$ cat src/rtl/tow_arena.sv
// tow_arena: parametrised tug-of-war match engine.
// Two raw buttons in, LED playfield out. Runs hold-off, live window,
// first-press detection, false start / tie handling and marker movement
// until the marker reaches either end LED.
module tow_arena #(
    parameter int NUM_LEDS   = 7,
    parameter int PRESCALE   = 256,
    parameter int MIN_WAIT   = 32,
    parameter int SHOW_TICKS = 64
) (
    input  logic                clk,
    input  logic                rst,
    input  logic                btn_l,
    input  logic                btn_r,
    output logic [NUM_LEDS-1:0] leds_out,
    output logic                round_live,
    output logic                match_over,
    output logic                winner_l,
    output logic [7:0]          round_cnt
);

    localparam int PW = $clog2(NUM_LEDS);
    localparam int CW = $clog2(PRESCALE);
    localparam int WW = $clog2(MIN_WAIT + 32);
    localparam int SW = $clog2(SHOW_TICKS + 1);

    localparam logic [PW-1:0] POS_MID = PW'((NUM_LEDS - 1) / 2);
    localparam logic [PW-1:0] POS_MAX = PW'(NUM_LEDS - 1);

    typedef enum logic [2:0] {
        CLEAR,
        WAIT,
        LIVE,
        SHOW,
        WON
    } state_t;

    state_t                state;
    state_t                state_nx;
    logic [PW-1:0]         pos;
    logic [PW-1:0]         pos_nx;
    logic [2:0]            sync_l;
    logic [2:0]            sync_r;
    logic                  press_l;
    logic                  press_r;
    logic [CW-1:0]         presc;
    logic                  tick;
    logic [7:0]            lfsr;
    logic [WW-1:0]         wait_cnt;
    logic [SW-1:0]         show_cnt;
    logic [3:0]            blink_cnt;
    logic                  blink_on;
    logic                  load_wait;
    logic                  round_done;
    logic                  left_win;
    logic                  right_win;
    logic [NUM_LEDS-1:0]   one_hot;

    // Button synchronisers: bits [1:0] are the 2-flop synchroniser, bit 2 holds the previous level.
    always_ff @(posedge clk or posedge rst) begin
        if (rst) begin
            sync_l <= '0;
            sync_r <= '0;
        end else begin
            sync_l <= {sync_l[1:0], btn_l};
            sync_r <= {sync_r[1:0], btn_r};
        end
    end

    assign press_l = sync_l[1] & ~sync_l[2];
    assign press_r = sync_r[1] & ~sync_r[2];

    // Free-running prescaler; tick is high for the last cycle of each period.
    always_ff @(posedge clk or posedge rst) begin
        if (rst) begin
            presc <= '0;
        end else if (presc == CW'(PRESCALE - 1)) begin
            presc <= '0;
        end else begin
            presc <= presc + 1'b1;
        end
    end

    assign tick = (presc == CW'(PRESCALE - 1));

    // Fibonacci LFSR x^8+x^6+x^5+x^4+1, stepping every cycle.
    always_ff @(posedge clk or posedge rst) begin
        if (rst) begin
            lfsr <= 8'h01;
        end else begin
            lfsr <= {lfsr[6:0], lfsr[7] ^ lfsr[5] ^ lfsr[4] ^ lfsr[3]};
        end
    end

    // Round controller next-state, round result and marker update.
    always_comb begin
        state_nx   = state;
        pos_nx     = pos;
        load_wait  = 1'b0;
        round_done = 1'b0;
        left_win   = 1'b0;
        right_win  = 1'b0;
        case (state)
            CLEAR: begin
                if (!sync_l[1] && !sync_r[1]) begin
                    state_nx  = WAIT;
                    load_wait = 1'b1;
                end
            end
            WAIT: begin
                if (press_l && press_r) begin
                    round_done = 1'b1;
                end else if (press_l) begin
                    round_done = 1'b1;
                    right_win  = 1'b1;
                end else if (press_r) begin
                    round_done = 1'b1;
                    left_win   = 1'b1;
                end else if (wait_cnt == '0) begin
                    state_nx = LIVE;
                end
            end
            LIVE: begin
                if (press_l && press_r) begin
                    round_done = 1'b1;
                end else if (press_l) begin
                    round_done = 1'b1;
                    left_win   = 1'b1;
                end else if (press_r) begin
                    round_done = 1'b1;
                    right_win  = 1'b1;
                end
            end
            SHOW: begin
                if (show_cnt == '0) begin
                    state_nx = (pos == '0 || pos == POS_MAX) ? WON : CLEAR;
                end
            end
            WON: begin
                state_nx = WON;
            end
            default: begin
                state_nx = CLEAR;
            end
        endcase
        if (round_done) begin
            state_nx = SHOW;
        end
        if (left_win && pos != POS_MAX) begin
            pos_nx = pos + 1'b1;
        end
        if (right_win && pos != '0) begin
            pos_nx = pos - 1'b1;
        end
    end

    // State and marker registers.
    always_ff @(posedge clk or posedge rst) begin
        if (rst) begin
            state <= CLEAR;
            pos   <= POS_MID;
        end else begin
            state <= state_nx;
            pos   <= pos_nx;
        end
    end

    // Hold-off, result display and completed-round counters.
    always_ff @(posedge clk or posedge rst) begin
        if (rst) begin
            wait_cnt  <= '0;
            show_cnt  <= '0;
            round_cnt <= '0;
        end else begin
            if (load_wait) begin
                wait_cnt <= WW'(MIN_WAIT) + WW'(lfsr[4:0]);
            end else if (state == WAIT && tick && wait_cnt != '0) begin
                wait_cnt <= wait_cnt - 1'b1;
            end
            if (round_done) begin
                show_cnt <= SW'(SHOW_TICKS);
            end else if (state == SHOW && tick && show_cnt != '0) begin
                show_cnt <= show_cnt - 1'b1;
            end
            if (round_done && round_cnt != 8'hFF) begin
                round_cnt <= round_cnt + 8'd1;
            end
        end
    end

    // End-LED blinker: parked lit outside WON so it starts lit on entry.
    always_ff @(posedge clk or posedge rst) begin
        if (rst) begin
            blink_cnt <= '0;
            blink_on  <= 1'b1;
        end else if (state != WON) begin
            blink_cnt <= '0;
            blink_on  <= 1'b1;
        end else if (tick) begin
            blink_cnt <= blink_cnt + 1'b1;
            if (blink_cnt == 4'hF) begin
                blink_on <= ~blink_on;
            end
        end
    end

    // Output decode from registered state.
    always_comb begin
        one_hot = NUM_LEDS'(1) << pos;
        case (state)
            LIVE:    leds_out = '1;
            WON:     leds_out = blink_on ? one_hot : '0;
            default: leds_out = one_hot;
        endcase
        round_live = (state == LIVE);
        match_over = (state == WON);
        winner_l   = (state == WON) && (pos == POS_MAX);
    end

endmodule

$ cat config.mk
export PLATFORM = sky130hd
export DESIGN_NAME = tow_arena
export DESIGN_NICKNAME = d
export VERILOG_FILES = /design/src/rtl/tow_arena.sv
export SDC_FILE = /design/constraint.sdc
export NUM_CORES = 1
export LEC_CHECK = 0
export BUFFER_PORTS_ARGS = -buffer_cell sky130_fd_sc_hd__clkbuf_2
export CAP_MARGIN = 20
export CORE_MARGIN = 10
export CORE_UTILIZATION = 40
export CTS_BUF_LIST = sky130_fd_sc_hd__clkbuf_8
export CTS_CLUSTER_SIZE = 28
export DETAILED_ROUTE_END_ITERATION = 6
export PLACE_DENSITY_LB_ADDON = 0.25
export SLEW_MARGIN = 5
export SYNTH_ARGS = -nofsm -noshare
export SYNTH_HDL_FRONTEND = slang
export SYNTH_SLANG_ARGS = --single-unit
export TNS_END_PERCENT = 30
$ cat constraint.sdc
create_clock -name clk -period 3.6 [get_ports clk]
set_input_delay 0.18 -clock clk [delete_from_list [all_inputs] [get_ports clk]]
set_output_delay 0.18 -clock clk [all_outputs]
set_load 0.005 [all_outputs]
==> results of run 1 <==
==> report_power, final <==
part,internal (uW),switching [uW],leakage [uW]
sequential,669,79.9,0.000681
combinational,166,213,0.000551
clock,144,211,0.0000491
total,978,504,0.00128
==> routing by layer <==
layer	track usage, %	routed length, um	vias up	part of all wire, %
met5	0	0	-	0
met1	13.0	2320	863	49
met2	14.4	2070	31	44
li1	-	-	898	-
met4	3.96	74	0	1.6
met3	3.34	260	5	5.5
==> how the worst min path moves through the flow <==
stage	start	endpoint	slack (ps)	cells past startpoint
2_1_floorplan	btn_l	sync_l[0]	210	0
3_3_place_gp	btn_r	sync_r[0]	300	1
3_5_place_dp	btn_r	sync_r[0]	290	1
4_1_cts	rst	round_cnt[1]	40	3
5_1_grt	rst	round_cnt[1]	70	3
6_report	rst	round_cnt[1]	10	3
==> area by class of cell <==
type / count / area, sq um
Tap cell: 77 / 96.3
Sequential cell: 54 / 1360
Fill cell: 612 / 3470
Clock buffer: 5 / 68.8
Timing Repair Buffer: 24 / 133
Inverter: 14 / 52.6
Clock inverter: 3 / 26.3
Multi-Input combinational cell: 172 / 1220
==> state kept, by name (all words and copies together), names as in the netlist, 3 cells and up <==
| name | flops |
|---|---|
| state | 3 |
| pos | 3 |
| wait_cnt | 6 |
| sync_r | 3 |
| show_cnt | 7 |
| blink_cnt | 4 |
| presc | 8 |
| round_cnt | 8 |
| lfsr | 8 |
| sync_l | 3 |
==> cell families (layout without fill, tap and decap cells) <==
group / count (synthesis) / count (layout) / synth area share (%)
muxes: 5 / 5 / 2.02
AOI/OAI and AO/OA: 34 / 34 / 9.77
xor gates and xnor gates: 29 / 29 / 9.82
and+or+nand+nor: 97 / 97 / 20.7
adders and majority gates: 7 / 7 / 3.57
DFF: 54 / 54 / 50.9
buffers and inverters: 18 / 46 / 3.24
==> synthesized netlist by cell type, types with 5 or more instances <==
cell and instances:
nor2_1 19, nand2_1 25, ha_1 6, inv_1 14
xor2_1 11, o21ai_0 10, nand4_1 7, nor3_1 5
dfrtp_1 50, xnor2_1 17, nand3_1 14, o31ai_1 7
==> per-stage QoR <==
stage / area (sq um) / power (uW) / setup WS (ps)
2_1_floorplan: 2660 / 998 / 1460
3_3_place_gp: 2840 / 1130 / 1340
3_5_place_dp: 2840 / 1140 / 1210
4_1_cts: 2950 / 1510 / 1190
5_1_grt: 2950 / 1590 / 1020
6_report: 2950 / 1480 / 1180
==> what timing repair did <==
item,CTS,global route
setup buffers,0,0
hold buffers,2,0
endpoints found under the hold margin,2,0
resized for setup,0,0
==> critical path, cell delays in order (launching register included) <==
cell and delay (ps):
dfrtp_1 480, or3b_1 540, inv_1 180, nand3_1 90
a21oi_1 180, inv_1 100, fa_1 390, inv_1 100
nor2_1 50, o31ai_1 230
==> results.tsv, run 1 <==
metric	value	unit
status	finished, final reports clean	
Port Buffers	21	
async set or reset register ratio after synthesis	100	%
crit path launch	state[2]	
worst reg2reg path depth	9	
Die Span Y	102	um
drt pass-1 iters	4	
H-Tree Depth	2	
first-pass GRT wire length	8.18	mm
CP Capture Type	register	
DPL Wire Length	3.42	mm
Layout Nets	282	
vias in the first global route	1729	
Worst EP arrival	2640	ps
Worst-path clk slew	100	ps
crit path capture	pos[2]	
core area	0.00642	sq mm
largest area contributor in the netlist	dfrtp_1	
worst-skew pair later-pin latency	310	ps
HP Class	in2async	
Sink Count	54	
FF-to-FF setup slack	1180	ps
number of flops mapped to enable cells by yosys	0	
via count	1797	
Clock Tree Buf Depth	2	
share of cells above drive strength 1	19.5	%
top cell type's share of synthesized area	47.0	%
Slew @ Worst Pin	672	ps
sequential area share after synthesis	50.9	%
# IOs	22	
fin crit share	67.3	%
Worst Skew	9.80	ps
critical path required time	3820	ps
die area	0.0103	sq mm
largest net degree at the start of global routing	55	
Cells after DPL	339	
Startpoint Class	register	
Slew Limit Fails	0	
R2R Path Start	state[2]	
initial DRC count	60	
Post-Route WL	4.72	mm
# diodes	0	
GRT Residual Overflow	0	
most common cell after layout, fill and taps aside	dfrtp_1	
cells after synthesis	244	
Post-synth top flop	dfrtp_1	
DR vias/cell	5.15	
Max Cap Viol	0	
Final setup viols	0	
Cell Pwr Density	502	mW/mm^2
area grow syn2layout	10.9	%
average wire per cell in the routed design	13.5	um
commonest cells after routing, fill and taps aside	dfrtp_1 (50), nand2_1 (25), clkbuf_2 (21)	
P_leak	0.00128	uW
synth top area cells	dfrtp_1 (47%), xnor2_1 (5.6%), dfstp_2 (3.9%)	
clock period minus worst slack	2420	ps
Final ANT Viol Nets	0	
Die W	102	um
Slew headroom	55.2	%
VDD IR max	290	uV
Setup CP Type	reg2reg	
cell area after synthesis	0.00266	sq mm
Non-Filler Instances	349	
r2r endpoint	pos[2]	
Hold Vio Cnt, Final	0	
Synth Net Count	255	
Placer Congestion	0.737	
initial antenna violation count	0	
post-route setup TNS	0	ps
Cell variety after synth	51	
Syn. warnings	0	
Num CTS Buffers	5	
Root Buffer	clkbuf_8	
Max Freq	0.413	GHz
Seq cells post-synth	54	
total track usage	9.83	%
synthesized area per cell	10.9	sq um
RSZ-0062 raised after global routing	false	
CTS tree	done	
Layout Utilization	46.0	%
Residual DRC	0	
largest fanout on the critical path	9	
Rows	29	
Min Hold Slack	12.9	ps
initial core utilization	41.5	%
Note: power is estimated with default switching activity, not from simulation.
==> inputs of run 2 (changes only) <==
==> constraint.sdc (replaced) <==
create_clock -name clk -period 2.42 [get_ports clk]
set_input_delay 0.121 -clock clk [delete_from_list [all_inputs] [get_ports clk]]
set_output_delay 0.121 -clock clk [all_outputs]
set_load 0.005 [all_outputs]
==> run 2 against run 1 <==
Compared with the run above: wire length down 0.97%; via count up 0.72%; sequential share of layout area down 0.82 points; critical path depth unchanged; clock skew down 1.8 ps; flip-flop and latch count unchanged; largest cell class unchanged; clock-buffer cell count unchanged; cell count up 2.0%; total power up 50%; sequential power up 48%.
==> results.tsv, run 2 (synthesis gave the netlist of run 1 again) <==
metric	value	unit
largest fanout on the critical path	9	
total power	2220	uW
Residual DRC	0	
Setup CP Type	reg2reg	
Slew @ Worst Pin	644	ps
Final ANT Viol Nets	0	
H-Tree Depth	2	
CP max-delay cell	dfrtp_1	
Slew headroom	57.0	%
most common cell after layout, fill and taps aside	dfrtp_1	
Sink Count	54	
drt pass-1 iters	4	
internal power	1470	uW
post-route setup TNS	0	ps
Slew Limit Fails	0	
worst-skew pair later-pin latency	310	ps
CP Capture Type	register	
initial core utilization	41.5	%
largest net degree at the start of global routing	33	
fin crit share	90.9	%
NetSw	747	uW
critical path required time	2650	ps
Layout Nets	289	
first-pass GRT wire length	8.31	mm
total track usage	9.94	%
status	finished, final reports clean	
DR vias/cell	5.08	
Num CTS Buffers	5	
# diodes	0	
initial antenna violation count	0	
Final setup viols	0	
Post-Route WL	4.68	mm
Die Span Y	102	um
area grow syn2layout	12.9	%
# Post-CTS Setup Buffers	0	
Clock Tree Buf Depth	2	
cell repeated most along the worst path	inv_1	
core area	0.00642	sq mm
vias in the first global route	1783	
Max Freq	0.455	GHz
Worst Skew	7.98	ps
RSZ-0062 raised after global routing	false	
CTS tree	done	
Logic pwr share	26.3	%
Hold Vio Cnt, Final	0	
Worst EP arrival	2430	ps
Max Cap Viol	0	
Placer Congestion	0.756	
switching part of the total	33.7	%
P_leak	0.00131	uW
Startpoint Class	register	
DPL Wire Length	3.49	mm
commonest cells after routing, fill and taps aside	dfrtp_1 (50), nand2_1 (25), clkbuf_2 (21)	
Die W	102	um
Largest regs	lfsr (8), presc (8), round_cnt (8)	
Cell Pwr Density	738	mW/mm^2
Worst-path clk slew	100	ps
GRT Residual Overflow	0	
Port Buffers	21	
via count	1810	
Root Buffer	clkbuf_8	
Critical Path Max Stage Delay	480	ps
VDD IR max	509	uV
die area	0.0103	sq mm
clock period minus worst slack	2200	ps
average wire per cell in the routed design	13.1	um
HP Class	reg2reg	
CP cell instances	or3b_1, inv_1, nand3_1, a21oi_1, inv_1, fa_1, inv_1, nor2_1, o31ai_1	
sequential group share of total power	50.0	%
initial DRC count	77	
Rows	29	
Clk pwr share	23.6	%
share of cells above drive strength 1	21.1	%
# IOs	22	
## run 2: layout make-up
cell class | count | area, sq um
Clock inverter | 3 | 25.0
Timing Repair Buffer | 31 | 188
Multi-Input combinational cell | 172 | 1220
Sequential cell | 54 | 1360
Inverter | 14 | 52.6
Clock buffer | 5 | 68.8
Fill cell | 592 | 3410
Tap cell | 77 | 96.3
## run 2: what timing repair did
| action | CTS | global route |
|---|---|---|
| hold buffers | 3 | 0 |
| endpoints found under the hold margin | 29 | 0 |
| endpoints found under the setup margin | 0 | 1 |
| resized for setup | 0 | 1 |
## run 2: layer usage
| metal | GRT usage (%) | vias up | share of wire (%) |
|---|---|---|---|
| met2 | 14.4 | 34 | 41 |
| met1 | 13.4 | 857 | 51 |
| li1 | - | 914 | - |
| met3 | 3.13 | 5 | 6.3 |
| met4 | 3.96 | 0 | 1.6 |
| met5 | 0 | - | 0 |
## run 2: critical path, delay by kind of cell (launching register included)
kind            cells  cell delay (ps)
compound gates      2              400
simple gates        3              550
buf+inv             3              310
flops               1              480
fa+ha+maj           1              390
## run 2: through the flow
stage / instance area, sq um / utilization [%] / cells / hold slack [ps] / setup WS [ps]
floorplan: 2660 / - / 244 / 152 / 285
global placement: 2880 / 44.9 / 345 / 236 / 331
detailed placement: 2880 / 44.9 / 345 / 241 / 266
CTS: 3010 / 46.8 / 356 / 360 / 214
global route: 3010 / 46.8 / 356 / 365 / 56.4
finish: 3010 / 46.8 / 356 / 359 / 220
## run 2: power groups by stage
stage | Combinational, uW | Clock, uW | Sequential [uW]
after global placement | 582 | 0 | 1130
after floorplan | 379 | 0 | 1100
after global routing | 667 | 580 | 1130
final | 584 | 525 | 1110
after CTS | 594 | 542 | 1110
after detailed placement | 588 | 0 | 1120
## run 2: final timing paths
kind	end	depth (start not counted)	slack, ps	startpoint
max in group asynchronous	blink_on	4	1280	rst
hold / removal	sync_r[1]	0	360	sync_r[0]
setup / recovery	pos[2]	9	220	state[1]
hold reg to reg	sync_r[1]	0	360	sync_r[0]
min in group asynchronous	round_cnt[1]	3	430	rst
setup reg to reg	pos[2]	9	220	state[1]
==> inputs of run 3 (changes only) <==
--- a/config.mk
+++ b/config.mk
@@ -8,7 +8,7 @@
 export BUFFER_PORTS_ARGS = -buffer_cell sky130_fd_sc_hd__clkbuf_2
 export CAP_MARGIN = 20
 export CORE_MARGIN = 10
-export CORE_UTILIZATION = 40
+export CORE_UTILIZATION = 47
 export CTS_BUF_LIST = sky130_fd_sc_hd__clkbuf_8
 export CTS_CLUSTER_SIZE = 28
 export DETAILED_ROUTE_END_ITERATION = 6
@@ -17,4 +17,3 @@
 export SYNTH_ARGS = -nofsm -noshare
 export SYNTH_HDL_FRONTEND = slang
 export SYNTH_SLANG_ARGS = --single-unit
-export TNS_END_PERCENT = 30
==> run 3 against run 2 <==
Compared with the run above: sequential power hardly changed; fmax is 0.34% lower; combinational power hardly changed; critical path depth increased by 1; worst setup slack worse by 7.5 ps; core utilization grew 7.5 points; cell area decreased by 0.54%; clock skew is essentially flat; die area fell by 12%; wire length grew 3.0%; clock-buffer cell count is 1 higher; register-to-register slack is essentially flat; critical endpoint unchanged; largest cell class unchanged.
==> results.tsv, run 3 (synthesis gave the netlist of run 1 again) <==
metric	value	unit
Final ANT Viol Nets	0	
Slew Limit Fails	0	
placed standard-cell area	0.00287	sq mm
Startpoint Class	register	
share of cells above drive strength 1	20.5	%
Port Buffers	21	
initial antenna violation count	0	
fillers	481	
Die W	95.3	um
area grow syn2layout	12.3	%
die area	0.00908	sq mm
Rows	27	
Root Buffer	clkbuf_8	
# IOs	22	
drt pass-1 iters	4	
via count	1854	
GRT Residual Overflow	0	
Worst Skew	8.26	ps
commonest cells after routing, fill and taps aside	dfrtp_1 (50), nand2_1 (25), clkbuf_2 (21)	
Sink Count	54	
Clock Tree Buf Depth	2	
Post-Route WL	4.82	mm
Die Span Y	95.3	um
Placer Congestion	0.845	
multi-input logic area	0.00122	sq mm
DPL Wire Length	3.61	mm
CP max-delay cell	dfrtp_1	
RSZ-0062 raised after global routing	false	
Final setup viols	0	
fin crit share	91.2	%
worst-skew pair later-pin latency	300	ps
crit-path leading delay family	flip-flops	
status	finished, final reports clean	
Slew headroom	57.2	%
vias in the first global route	1901	
Layout Nets	288	
# Post-CTS Setup Buffers	0	
Cell Pwr Density	735	mW/mm^2
Critical Path Max Stage Delay	490	ps
post-route setup TNS	0	ps
HP Class	reg2reg	
Worst-path clk slew	90	ps
initial DRC count	52	
Worst EP arrival	2400	ps
DR vias/cell	5.30	
Residual DRC	0	
cell repeated most along the worst path	inv_1	
core area	0.00551	sq mm
critical path required time	2610	ps
Max Cap Viol	0	
Finished Cell Area	0.00299	sq mm
Largest regs	lfsr (8), presc (8), round_cnt (8)	
CP cell instances	or3b_1, inv_1, nand3_1, a21oi_1, inv_1, fa_1, inv_1, a31oi_1, o21ai_0, o31ai_1	
Hold Vio Cnt, Final	0	
Seq. cell area	0.00136	sq mm
CP Buf/Inv Count	3	
total power	2200	uW
total track usage	11.7	%
clock period minus worst slack	2210	ps
largest net degree at the start of global routing	33	
Setup CP Type	reg2reg	
Slew @ Worst Pin	641	ps
Num CTS Buffers	5	
CP Capture Type	register	
first-pass GRT wire length	8.61	mm
most common cell after layout, fill and taps aside	dfrtp_1	
# diodes	0	
largest fanout on the critical path	9	
H-Tree Depth	2	
CTS tree	done	
Max Freq	0.453	GHz
average wire per cell in the routed design	13.8	um
VDD IR max	502	uV
initial core utilization	48.4	%
P_leak	0.00131	uW
==> run 3: worst reg2reg max path, stage by stage (launching register included) <==
cell	delay, ps
dfrtp_1	490
or3b_1	400
inv_1	120
nand3_1	90
a21oi_1	170
inv_1	90
fa_1	380
inv_1	100
a31oi_1	90
o21ai_0	80
o31ai_1	90
==> run 3: report_power, final <==
| group | switching, uW | internal [uW] |
|---|---|---|
| Combinational | 321 | 265 |
| Clock | 275 | 227 |
| Sequential | 117 | 995 |
==> run 3: per-stage QoR <==
| stage | setup slack [ps] | std cells | hold slack (ps) | util, % |
|---|---|---|---|---|
| final | 213 | 350 | 354 | 54.3 |
| after global placement | 335 | 339 | 231 | 52.1 |
| after floorplan | 285 | 244 | 152 | - |
| after global routing | 43.0 | 350 | 366 | 54.3 |
| after detailed placement | 238 | 339 | 231 | 52.1 |
| after CTS | 223 | 350 | 356 | 54.3 |
==> run 3: cell type report <==
type                       instances  area share, %
timing repair buffer              30           6.02
sequential                        54           45.3
multi-input combinational        172           40.8
tap                               72           3.01
inverter                          14           1.76
clock inverter                     2          0.293
clock buffer                       6           2.76
==> run 3: path summary, 6_finish.rpt <==
kind / endpoint / slack, ps / cells after the start / start
max: pos[2] / 210 / 10 / state[1]
min in group asynchronous: sync_l[2] / 440 / 3 / rst
max reg2reg: pos[2] / 210 / 10 / state[1]
min: sync_l[1] / 350 / 0 / sync_l[0]
max in group asynchronous: blink_on / 1300 / 4 / rst
min reg2reg: sync_l[1] / 350 / 0 / sync_l[0]
==> run 3: per-layer routing <==
metal  vias to the layer above  global-route usage [%]  share of wire, %
met5                         -                       0                 0
met4                         0                    4.86               1.9
met3                         7                    3.14               6.1
met2                        41                    18.2                46
met1                       898                    15.1                46
li1                        908                       -                 -
==> run 3: repair_timing <==
action / 4_1_cts / 5_1_grt
endpoints found under the hold margin: 29 / 0
hold buffers: 3 / 0
gates resized for setup: 0 / 0
